`config.mk`:
```
export PLATFORM = sky130hd
export DESIGN_NAME = pc_sequencer
export DESIGN_NICKNAME = d
export VERILOG_FILES = /design/src/rtl/pc_sequencer.sv
export SDC_FILE = /design/constraint.sdc
export NUM_CORES = 1
export LEC_CHECK = 0
export ABC_AREA = 1
export CORE_MARGIN = 4
export CORE_UTILIZATION = 45
export CTS_CLUSTER_DIAMETER = 30
export CTS_CLUSTER_SIZE = 30
export DETAILED_ROUTE_END_ITERATION = 10
export MAX_ROUTING_LAYER = met4
export PLACE_DENSITY_LB_ADDON = 0.25
export SLEW_MARGIN = 0
export SYNTH_ARGS = -nofsm -noshare
export SYNTH_HDL_FRONTEND = slang
export SYNTH_SLANG_ARGS = --single-unit
```
`constraint.sdc`:
```
create_clock -name clk -period 1.7 [get_ports clk]
set_input_delay 0.425 -clock clk [delete_from_list [all_inputs] [get_ports clk]]
set_output_delay 0.425 -clock clk [all_outputs]
set_load 0.02 [all_outputs]
```
`src/rtl/pc_sequencer.sv`:
```
// Fetch-stage PC sequencer: owns pc_f, drives the instruction-memory request and buffers redirects.
// Optional macro PC_RANGE_CHECK_EN adds an [IM_LO, IM_HI] range check to the AdEL flag.
`timescale 1ns/1ps
module pc_sequencer #(
    parameter logic [31:0] RESET_PC  = 32'h0000_3000,
    parameter logic [31:0] EXC_ENTRY = 32'h0000_4180,
    parameter logic [31:0] IM_LO     = 32'h0000_3000,
    parameter logic [31:0] IM_HI     = 32'h0000_6FFC
) (
    input  logic        clk,
    input  logic        rst_n,
    input  logic        stall_d,
    input  logic [31:0] npc,
    input  logic        d_is_jump,
    input  logic        exc_req,
    input  logic        eret_req,
    input  logic [31:0] epc,
    input  logic        im_ready,
    output logic [31:0] pc_f,
    output logic        im_req,
    output logic        f_valid,
    output logic        bd_f,
    output logic        adel_f
);

    // im_req/im_ready: a request is outstanding while im_req is high and completes on the
    // cycle im_ready is also high; pc_f (the address) is held stable until that cycle.
    typedef enum logic [1:0] {BOOT, FETCH, REDIR_WAIT} state_t;

    state_t      state, state_nxt;
    logic [31:0] pend, pend_nxt, pc_nxt, target;
    logic        bd_nxt, redir, done;

    assign redir  = exc_req | eret_req;
    assign target = exc_req ? EXC_ENTRY : epc;

`ifdef PC_RANGE_CHECK_EN
    assign adel_f = (pc_f[1:0] != 2'b00) | (pc_f < IM_LO) | (pc_f > IM_HI);
`else
    assign adel_f = (pc_f[1:0] != 2'b00);
`endif

    // A faulting address is never put on the bus; it completes at once so the AdEL flows down.
    assign im_req  = (state != BOOT) & !adel_f;
    assign done    = adel_f | (im_req & im_ready);
    assign f_valid = (state == FETCH) & done & !stall_d & !redir;

    always_comb begin
        state_nxt = state;
        pc_nxt    = pc_f;
        pend_nxt  = pend;
        bd_nxt    = bd_f;
        case (state)
            BOOT: begin
                state_nxt = FETCH;
                if (redir) pc_nxt = target;
            end
            FETCH: begin
                if (redir && done) begin
                    pc_nxt = target;
                    bd_nxt = 1'b0;
                end else if (redir) begin
                    pend_nxt  = target;
                    state_nxt = REDIR_WAIT;
                end else if (done && !stall_d) begin
                    pc_nxt = npc;
                    bd_nxt = d_is_jump;
                end
            end
            REDIR_WAIT: begin
                if (done) begin
                    pc_nxt    = redir ? target : pend;
                    bd_nxt    = 1'b0;
                    state_nxt = FETCH;
                end else if (redir) begin
                    pend_nxt = target;
                end
            end
            default: state_nxt = BOOT;
        endcase
    end

    always_ff @(posedge clk or negedge rst_n) begin
        if (!rst_n) begin
            state <= BOOT;
            pc_f  <= RESET_PC;
            pend  <= 32'h0;
            bd_f  <= 1'b0;
        end else begin
            state <= state_nxt;
            pc_f  <= pc_nxt;
            pend  <= pend_nxt;
            bd_f  <= bd_nxt;
        end
    end

endmodule

```
==> results by group <==
Outcome
  – Status: finished, violations left
  – Failing checks: DRC, setup timing

Layout
  – Synth-to-layout area growth: 83.1%
  – Util after Layout: 0.860
  – Count of fill cells added during filler insertion: roughly 400
  – Share of cells above drive strength 1: 0.378
  – Number of diodes added for antenna fixing: 0
  – Layout Nets: approximately 900
  – Post-route design area: roughly 7600 um^2

Timing
  – Portion of the clock cycle consumed by the worst path in the final layout: 1.44
  – Hold violation count in the final report: 0
  – Headroom to the max-slew limit: 0.356
  – Fin. max-slew vios: 0
  – Crit path time final: 2.45 ns
  – Setup ws final: -0.750 ns
  – Total negative slack for setup checks: -16.61 ns
  – Max Clock Skew: 0.0105 ns
  – Maximum operating frequency: roughly 410 MHz
  – Transition time at the pin with the least slew margin: 0.956 ns
  – RSZ-0062 raised after global routing: yes
  – Number of setup violations in the final report: 70

Synth
  – Dominant synthesized flop cell: sky130_fd_sc_hd__dfrtp_1
  – Post-synthesis cell type with the largest combined area: sky130_fd_sc_hd__dfrtp_1
  – Post-synthesis area per instance: around 6.5 um^2
  – Asr flop ratio synth: 1.00
  – Count of warnings emitted by yosys: 0
  – Leading cell types by total area after synthesis: sky130_fd_sc_hd__dfrtp_1 39%, sky130_fd_sc_hd__nand2_1 29%, sky130_fd_sc_hd__nand3_1 7.8%
  – Most frequently used cell type in the post-synthesis netlist: sky130_fd_sc_hd__nand2_1
  – Portion of the post-synthesis area used by sequential elements: 0.402
  – Flop and latch count out of synthesis: between 60 and 70
  – Area share of the leading cell type in the synthesized netlist: 0.389
  – Post-synth design cell area: between 4000 and 5000 um^2
  – Synth cell count leaders: 325 x sky130_fd_sc_hd__nand2_1, 65 x sky130_fd_sc_hd__dfrtp_1, 65 x sky130_fd_sc_hd__nand3_1
  – Number of nets produced by synthesis: 717
  – Synthesized instance count: about 640
  – Count of different cell masters after synthesis: 23
  – Post-synth EDFFs: 0

Worst setup path
  – Worst path arrival time: roughly 2.8 ns
  – Path type of the worst setup path: input pin to flip-flop
  – Endpoint class of the critical path: flip-flop
  – CP required: 2.01 ns
  – Crit path launch type: input pin
  – Worst-path fanout max: 34

Drt
  – First-pass detailed-route iteration total: 10
  – Aggregate routed wire length: 25000 um
  – # DRC: 1
  – Overall via count from detail_route: ~6200
  – Starting DRT DRC Count: 848
  – Antenna-violating nets left: 0
  – Via density per instance: between 6 and 7
  – Drt wl/cell: ~27 um

Floorplan
  – Die footprint: approximately 11000 um^2
  – Initial Util: 0.470
  – Core Box Area: about 8900 um^2
  – FP Rows: 34
  – Die extent in x: 104 um
  – Y dimension of the die: around 100 um
  – # IOs: between 100 and 150

Hold path
  – Hold Crit Class: input pin to async pin

GRT
  – Maximum number of pins on one net before global-route repair: 35
  – Wire length of the first global-routing pass: about 30000 um
  – GR Overflow Total: 0
  – Vias in the first global route: between 5000 and 6000
  – Initial antenna violation count: 0
  – Global-route usage over all layers: 0.361

Placed design
  – Routability-driven placement congestion ratio: about 0.91
  – DP Area: between 5000 and 6000 um^2
  – Placed wire-length estimate: 9080 um
  – Count of port buffers added during placement: roughly 110

Run
  – Max-Cap Viols: 0

Clock tree
  – Clock latency on the worst-skew pair: around 0.37 ns
  – Clock sinks: 67
  – Clock Root Buffer: sky130_fd_sc_hd__clkbuf_8
  – CTS tree: done
  – Clock slew at the register clock pins of the worst setup and hold paths: about 0.090 ns
  – Number of clock buffers inserted by TritonCTS: 9
  – Number of H-tree branching levels: 3
  – Buffer depth of the longest clock path: 2

Pwr
  – Peak supply drop: approximately 1.2 mV
  – Power density over the cells: between 2000 and 2500 nW/um^2
  – Leakage power summed over all cells: just under 4 nW
-- what timing repair did --
action / in CTS / in global routing
endpoints found under the setup margin: 103 / 72
cloned: 17 / 3
resized for setup: 211 / 153
endpoints found under the hold margin: 0 / 0
pin swaps: 41 / 38
hold buffers: 0 / 0
setup buffers: 21 / 7
-- layout by cell type (no fill, tap or decap), types with 11 or more instances in the layout --
cell,Yosys,layout
sky130_fd_sc_hd__nand3_2,4,12
sky130_fd_sc_hd__buf_12,0,17
sky130_fd_sc_hd__dfrtp_1,65,65
sky130_fd_sc_hd__inv_1,41,34
sky130_fd_sc_hd__buf_4,0,62
sky130_fd_sc_hd__nand2_1,325,218
sky130_fd_sc_hd__nand3_1,65,54
sky130_fd_sc_hd__o21ai_0,59,28
sky130_fd_sc_hd__nand2_2,1,66
sky130_fd_sc_hd__o21ai_2,0,23
sky130_fd_sc_hd__clkbuf_8,0,11
sky130_fd_sc_hd__buf_16,0,14
sky130_fd_sc_hd__clkdlybuf4s50_1,0,67
sky130_fd_sc_hd__nand2_4,1,41
sky130_fd_sc_hd__buf_6,3,17
sky130_fd_sc_hd__dlygate4sd2_1,0,33
-- stage by stage --
stage | cells | setup WS (ns) | power (mW) | hold WS, ns
after CTS | 936 | -0.202 | 14.7 | 0.0419
after detailed placement | 883 | -0.636 | 8.54 | 0.413
after global routing | 939 | -0.701 | 18.1 | 0.0361
after floorplan | 641 | 0.000654 | 6.01 | 0.129
after global placement | 883 | -0.611 | 8.34 | 0.407
final | 939 | -0.750 | 17.8 | 0.00352
-- final cells by class --
cell class	instances	area, um^2	share of cell area
flip-flops and latches	67	1680	0.220
multi-input cells	487	2930	0.383
well taps	108	135	0.0177
clock buffers	11	151	0.0198
inverters	44	170	0.0222
clock inverters	5	83.8	0.0110
repair buffers	217	2500	0.327
-- worst max-delay path, stage by stage --
cell	delay, ns
sky130_fd_sc_hd__dlygate4sd2_1	0.27
sky130_fd_sc_hd__buf_4	0.20
sky130_fd_sc_hd__inv_2	0.09
sky130_fd_sc_hd__buf_12	0.20
sky130_fd_sc_hd__nand2_1	0.11
sky130_fd_sc_hd__o21ai_0	0.76
sky130_fd_sc_hd__nand2_1	0.24
sky130_fd_sc_hd__nand2_2	0.16
sky130_fd_sc_hd__nand2_2	0.07
sky130_fd_sc_hd__nand2_2	0.09
sky130_fd_sc_hd__nand2_2	0.05
sky130_fd_sc_hd__nand2_2	0.06
-- cells by family after synthesis --
kind of cell	Yosys count	share of synthesized area
AND/OR/NAND/NOR	410	0.403
buffers and inverters	87	0.0914
AO/OA/AOI/OAI	72	0.0890
flip-flops	67	0.402
adder cells (fa/ha/maj)	5	0.0150
-- flip-flops by register name, indices dropped and copies added, names as in the netlist --
register / count
pend: 32
bd_f: 1
pc_f: 32
state: 2
-- path summary, 6_finish.rpt --
check,start,end,slack [ns],cells after the start
setup / recovery,exc_req,pc_f[0],-0.75,12
hold / removal,rst_n,state[0],0.004,1
setup reg to reg,state[1],pc_f[14],-0.42,14
hold reg to reg,pc_f[12],pc_f[12],0.47,2
max in group asynchronous,rst_n,pend[9],1.10,2
min in group clk,pc_f[12],pc_f[12],0.47,2
-- layer usage --
layer | share of wire | GRT usage | up-vias
met2 | 0.44 | 0.582 | 692
met4 | 0.11 | 0.261 | 0
met5 | 0 | - | -
li1 | - | - | 2389
met1 | 0.32 | 0.402 | 2821
met3 | 0.14 | 0.0621 | 272
-- power by group --
part	internal, mW	total (mW)	switching [mW]
Clock	0.912	1.67	0.756
Sequential	2.12	2.62	0.500
Combinational	6.08	13.5	7.42
(Power assumes the default switching activity.)
